**src/rtl/fifo_uart_tx.sv**
```systemverilog
// FIFO-fed UART transmitter: pops 24-bit words and sends each as three 8N1 bytes, MSB byte first.
// Define PARITY_EN to add an even-parity bit after the data bits of every byte frame.
module fifo_uart_tx #(
   parameter int unsigned CLKS_PER_BIT = 16,
   parameter int unsigned GAP_BITS     = 1
) (
   input  logic        tx_spi_sclk_wire,
   input  logic        rst,
   input  logic        tx_enable,
   input  logic        fifo_empty,
   input  logic [23:0] fifo_q,
   output logic        fifo_rdreq,
   output logic        uart_txd,
   output logic [1:0]  uart_counter,
   output logic        idle,
   output logic [15:0] words_sent
);

   localparam int unsigned BaudW = (CLKS_PER_BIT > 1) ? $clog2(CLKS_PER_BIT) : 1;
   localparam int unsigned BitW  = (GAP_BITS > 8) ? $clog2(GAP_BITS) : 3;
   localparam logic [BaudW-1:0] BaudLast = BaudW'(CLKS_PER_BIT - 1);
   localparam logic [BitW-1:0]  DataLast = BitW'(7);
   localparam logic [BitW-1:0]  GapLast  = BitW'((GAP_BITS == 0) ? 0 : GAP_BITS - 1);

   typedef enum logic [2:0] {
      StIdle,
      StPop,
      StLatch,
      StStart,
      StData,
`ifdef PARITY_EN
      StParity,
`endif
      StStop,
      StGap
   } state_t;

   state_t            r_state;
   state_t            w_state_nxt;
   logic              r_rdreq;
   logic              r_txd;
   logic [1:0]        r_counter;
   logic [15:0]       r_words;
   logic [BaudW-1:0]  r_baud;
   logic [BitW-1:0]   r_bit;
   logic [23:0]       r_word;
   logic [7:0]        r_byte;

   logic              w_tick;
   logic              w_timed;
   logic              w_txd_nxt;
   logic              w_pop;
   logic              w_latch;
   logic              w_next_byte;
   logic              w_word_done;

   assign w_tick  = (r_baud == BaudLast);
   assign w_timed = (r_state != StIdle) && (r_state != StPop) && (r_state != StLatch);

   always_ff @(posedge tx_spi_sclk_wire or negedge rst) begin
      if (!rst) begin
         r_state <= StIdle;
      end else begin
         r_state <= w_state_nxt;
      end
   end

   always_comb begin
      w_state_nxt = r_state;
      w_txd_nxt   = 1'b1;
      w_pop       = 1'b0;
      w_latch     = 1'b0;
      w_next_byte = 1'b0;
      w_word_done = 1'b0;
      case (r_state)
         StIdle: begin
            if (tx_enable && !fifo_empty) begin
               w_pop       = 1'b1;
               w_state_nxt = StPop;
            end
         end
         // fifo_q becomes valid the cycle after the pop strobe
         StPop: w_state_nxt = StLatch;
         StLatch: begin
            w_latch     = 1'b1;
            w_state_nxt = StStart;
         end
         StStart: begin
            w_txd_nxt = 1'b0;
            if (w_tick) w_state_nxt = StData;
         end
         StData: begin
            w_txd_nxt = r_byte[r_bit[2:0]];
            if (w_tick && (r_bit == DataLast)) begin
`ifdef PARITY_EN
               w_state_nxt = StParity;
`else
               w_state_nxt = StStop;
`endif
            end
         end
`ifdef PARITY_EN
         StParity: begin
            w_txd_nxt = ^r_byte;
            if (w_tick) w_state_nxt = StStop;
         end
`endif
         StStop: begin
            if (w_tick) begin
               if (r_counter != 2'd2) begin
                  w_next_byte = 1'b1;
                  w_state_nxt = StStart;
               end else begin
                  w_word_done = 1'b1;
                  w_state_nxt = (GAP_BITS == 0) ? StIdle : StGap;
               end
            end
         end
         StGap: begin
            if (w_tick && (r_bit == GapLast)) w_state_nxt = StIdle;
         end
         default: w_state_nxt = StIdle;
      endcase
   end

   // Line is driven from a register one cycle behind the state, so it never glitches.
   always_ff @(posedge tx_spi_sclk_wire or negedge rst) begin
      if (!rst) begin
         r_rdreq   <= 1'b0;
         r_txd     <= 1'b1;
         r_counter <= 2'd0;
         r_words   <= 16'd0;
         r_baud    <= '0;
         r_bit     <= '0;
         r_word    <= 24'd0;
         r_byte    <= 8'd0;
      end else begin
         r_rdreq <= w_pop;
         r_txd   <= w_txd_nxt;

         if (w_state_nxt != r_state) begin
            r_baud <= '0;
            r_bit  <= '0;
         end else if (w_timed) begin
            if (w_tick) begin
               r_baud <= '0;
               r_bit  <= r_bit + BitW'(1);
            end else begin
               r_baud <= r_baud + BaudW'(1);
            end
         end

         if (w_latch) begin
            r_word    <= fifo_q;
            r_byte    <= fifo_q[23:16];
            r_counter <= 2'd0;
         end else if (w_next_byte) begin
            r_counter <= r_counter + 2'd1;
            r_byte    <= (r_counter == 2'd0) ? r_word[15:8] : r_word[7:0];
         end else if ((w_state_nxt == StIdle) && (r_state != StIdle)) begin
            r_counter <= 2'd0;
         end

         if (w_word_done) r_words <= r_words + 16'd1;
      end
   end

   assign fifo_rdreq   = r_rdreq;
   assign uart_txd     = r_txd;
   assign uart_counter = r_counter;
   assign idle         = (r_state == StIdle);
   assign words_sent   = r_words;

endmodule

```
**config.mk**
```make
export PLATFORM = sky130hd
export DESIGN_NAME = fifo_uart_tx
export DESIGN_NICKNAME = d
export VERILOG_FILES = /design/src/rtl/fifo_uart_tx.sv
export SDC_FILE = /design/constraint.sdc
export NUM_CORES = 1
export LEC_CHECK = 0
export ABC_AREA = 1
export CAP_MARGIN = 20
export CORE_UTILIZATION = 27
export DETAILED_ROUTE_END_ITERATION = 12
export GPL_ROUTABILITY_DRIVEN = 0
export SLEW_MARGIN = 20
export SYNTH_ARGS = -nofsm -noshare
export SYNTH_HDL_FRONTEND = slang
export SYNTH_SLANG_ARGS = --single-unit
```
**constraint.sdc**
```tcl
create_clock -name tx_spi_sclk_wire -period 1.75 [get_ports tx_spi_sclk_wire]
set_input_delay 0.35 -clock tx_spi_sclk_wire [delete_from_list [all_inputs] [get_ports tx_spi_sclk_wire]]
set_output_delay 0.35 -clock tx_spi_sclk_wire [all_outputs]
set_load 0.02 [all_outputs]
```
==> reports/qor.json <==
{
  "placed_design": {
    "post-dp-hpwl_um": 4620,
    "io_buffer_count": 48,
    "placed_area_um2": 3590
  },
  "synth": {
    "yosysWarnings": 0,
    "synth-edff-count": 0,
    "share_of_the_synthesized_area_in_the_top_cell_type_pct": 46.6,
    "synthesis.nets": 361,
    "primary_flip_flop_cell_chosen_by_synthesis_mapping": "sky130_fd_sc_hd__dfrtp_1",
    "yosys_register_bits": 54,
    "syn_inst": 326,
    "post_synth_instance_area_um2": 2850,
    "synth-seq-area-share_pct": 47.5,
    "synthMostInstantiatedCell": "sky130_fd_sc_hd__nand2_1",
    "synth.top_cells.by_count": "sky130_fd_sc_hd__nand2_1, sky130_fd_sc_hd__dfrtp_1, sky130_fd_sc_hd__inv_1, sky130_fd_sc_hd__nor2_1, sky130_fd_sc_hd__o21ai_0",
    "postSynth.asyncResetShare_pct": 100,
    "yosysTopAreaCell": "sky130_fd_sc_hd__dfrtp_1",
    "synthTopCellsByArea": "sky130_fd_sc_hd__dfrtp_1, sky130_fd_sc_hd__nand2_1, sky130_fd_sc_hd__inv_1, sky130_fd_sc_hd__nor2_1, sky130_fd_sc_hd__xor2_1",
    "netlist-cell-type-count": 36,
    "avgSynthCellArea_um2": 8.74
  },
  "setup_path": {
    "crit_path_max_fanout": 7,
    "worst_setup_path_end_kind": "flop",
    "path_class": "reg2reg",
    "start_kind": "flop",
    "required_ns": 1.96,
    "arrival_ns": 2.02
  },
  "sta": {
    "skew_ns": 0.00980,
    "final-hold-violation-count": 0,
    "worst_slew_pin_slew_ns": 0.600,
    "slew_violations": 0,
    "whs_ns": 0.443,
    "fin_crit_ns": 1.81,
    "grt_setup_unrepaired": "true",
    "relSlewSlack_pct": 59.6,
    "fin_ws_ns": -0.0615,
    "setup_tns_ns": -0.241,
    "maxClockFrequency_mhz": 552,
    "fin_crit_sh_pct": 104,
    "setup_viol": 7
  },
  "clock_network": {
    "ctsHtreeMaxLevel": 2,
    "clk_latency_ns": 0.32,
    "ctsRootBufferMaster": "sky130_fd_sc_hd__clkbuf_8",
    "clock_tree_from_tritoncts": "yes",
    "clock_sinks": 54,
    "clk_pin_slew_ns": 0.11,
    "clockBufferDepth": 2,
    "cts-buffers-inserted": 5
  },
  "final_layout": {
    "layout.core_utilization_pct": 37.7,
    "n_antenna_cell": 0,
    "fin_area_um2": 3870,
    "drive_above_1_share_pct": 21.3,
    "num-nets-final": 434,
    "area_delta_synth_final_pct": 36.1,
    "fillCellCount": 1061
  },
  "worst_hold_path": {
    "hp-class": "in2async"
  },
  "route": {
    "firstDrtPassIters": 7,
    "drc": 0,
    "viasPerCell": 4.37,
    "vias": 2344,
    "routed_wire_length_per_instance_um": 12.1,
    "drt_first_iter_violations": 146,
    "drt_wl_total_um": 6500,
    "ant_nets": 0
  },
  "die": {
    "die-area_um2": 11000,
    "ioPinCount": 49,
    "placement_rows": 37,
    "die_height_um": 105,
    "floorplan.initialDensity_pct": 27.7,
    "die_w_um": 105,
    "design.core.area_um2": 10300
  },
  "status": {
    "failing_checks": "negative setup slack",
    "outcome": "complete, but fails checks"
  },
  "grt": {
    "grt_pass1_wl_um": 10700,
    "number_of_global_route_vias_before_repair": 2316,
    "overflow": 0,
    "gr-usage-all-layers_pct": 11.9,
    "grt_max_degree": 42,
    "antenna_found_initial": 0
  },
  "power_and_ir_drop": {
    "sequentialPowerShare_pct": 55.5,
    "p_sw_uw": 526,
    "power.combinational.fraction_pct": 6.1,
    "leak_nw": 1.98,
    "p_per_area_nw_per_um2": 599,
    "power.share.switching_pct": 22.6,
    "worst_ir_drop_vdd_v": 0.000327,
    "internal-power_mw": 1.80,
    "power.clock.fraction_pct": 38.4
  },
  "job": {
    "maxCapViolCount": 0
  }
}
critical path, stage by stage (launching register included):
cell,delay [ns]
sky130_fd_sc_hd__dfrtp_1,0.42
sky130_fd_sc_hd__ha_4,0.18
sky130_fd_sc_hd__nand2_2,0.07
sky130_fd_sc_hd__nor2_4,0.22
sky130_fd_sc_hd__nor2_2,0.06
sky130_fd_sc_hd__nor2_2,0.20
sky130_fd_sc_hd__nand2_1,0.11
sky130_fd_sc_hd__nor2_2,0.19
sky130_fd_sc_hd__nand3_2,0.11
sky130_fd_sc_hd__nand2_2,0.08
sky130_fd_sc_hd__o21ai_1,0.05
power by group through the flow:
stage	clock network (mW)	registers [mW]	logic, mW
after floorplan	0	1.31	0.0426
after global placement	0	1.31	0.144
final	0.891	1.29	0.141
after CTS	0.909	1.29	0.146
after global routing	0.949	1.29	0.161
after detailed placement	0	1.31	0.145
path summary, 6_finish.rpt:
kind / startpoint / endpoint / cells after the start / slack (ns)
min in group tx_spi_sclk_wire: r_byte[6] / r_byte[6] / 2 / 0.50
setup reg to reg: r_baud[1] / uart_counter[0] / 10 / -0.06
hold reg to reg: r_byte[6] / r_byte[6] / 2 / 0.50
hold / removal: rst / r_bit[2] / 2 / 0.44
max in group asynchronous: rst / r_word[11] / 3 / 0.68
setup / recovery: r_baud[1] / uart_counter[0] / 10 / -0.06
placed cells by master, fill, tap and decap left out, types with 8 or more instances in the layout:
cell                               n
sky130_fd_sc_hd__nand2_1          65
sky130_fd_sc_hd__a21oi_1           9
sky130_fd_sc_hd__o211ai_1         11
sky130_fd_sc_hd__clkdlybuf4s50_1  32
sky130_fd_sc_hd__xor2_1           11
sky130_fd_sc_hd__dfrtp_1          52
sky130_fd_sc_hd__nor2_1           30
sky130_fd_sc_hd__o21ai_0          14
sky130_fd_sc_hd__buf_4            26
sky130_fd_sc_hd__inv_1            37
sky130_fd_sc_hd__dlygate4sd2_1     8
sky130_fd_sc_hd__o21ai_1           8
sky130_fd_sc_hd__mux2_2            8
flip-flops by register name, summed over array words and instances (netlist names):
register and flops:
r_byte 8, r_baud 4, r_word 16, r_bit 3, r_state 3, words_sent 16, fifo_rdreq 1, uart_txd 1
uart_counter 2
kinds of logic after synthesis:
kind of cell | count (synthesis) | synth area share, %
compound gates | 50 | 10.4
xor+xnor | 16 | 4.92
fa+ha+maj | 7 | 3.08
buf+inv | 51 | 7.03
flops | 54 | 47.5
mux | 8 | 3.16
simple gates | 140 | 23.9
area by class of cell:
cell class / instances / area, µm² / area share [%]
multi-input cells: 221 / 1380 / 35.6
well taps: 136 / 170 / 4.39
clock inverters: 3 / 47.5 / 1.23
flip-flops and latches: 54 / 1350 / 34.9
repair buffers: 76 / 701 / 18.1
inverters: 41 / 154 / 3.97
clock buffers: 5 / 68.8 / 1.78
stage by stage:
| stage | power (mW) | std cells | worst slack (ns) |
|---|---|---|---|
| detailed placement | 1.46 | 517 | -0.0242 |
| global route | 2.40 | 536 | -0.178 |
| finish | 2.32 | 536 | -0.0615 |
| global placement | 1.46 | 517 | 0.0361 |
| CTS | 2.34 | 528 | 0.00272 |
| floorplan | 1.35 | 326 | 0.126 |
layer usage:
metal  GRT usage, %  routed length (µm)  vias to the layer above
met1           16.1                3170                     1091
met2           19.3                3060                       46
li1               -                   -                     1199
met4           3.62                  87                        0
met5              0                   0                        -
met3           2.25                 183                        8
timing repair:
action	in CTS	in global routing
pin swaps	2	14
setup buffers	2	8
setup endpoints to repair	15	21
endpoints found under the hold margin	10	0
hold buffers	1	0
resized for setup	12	28
(Power assumes the default switching activity.)
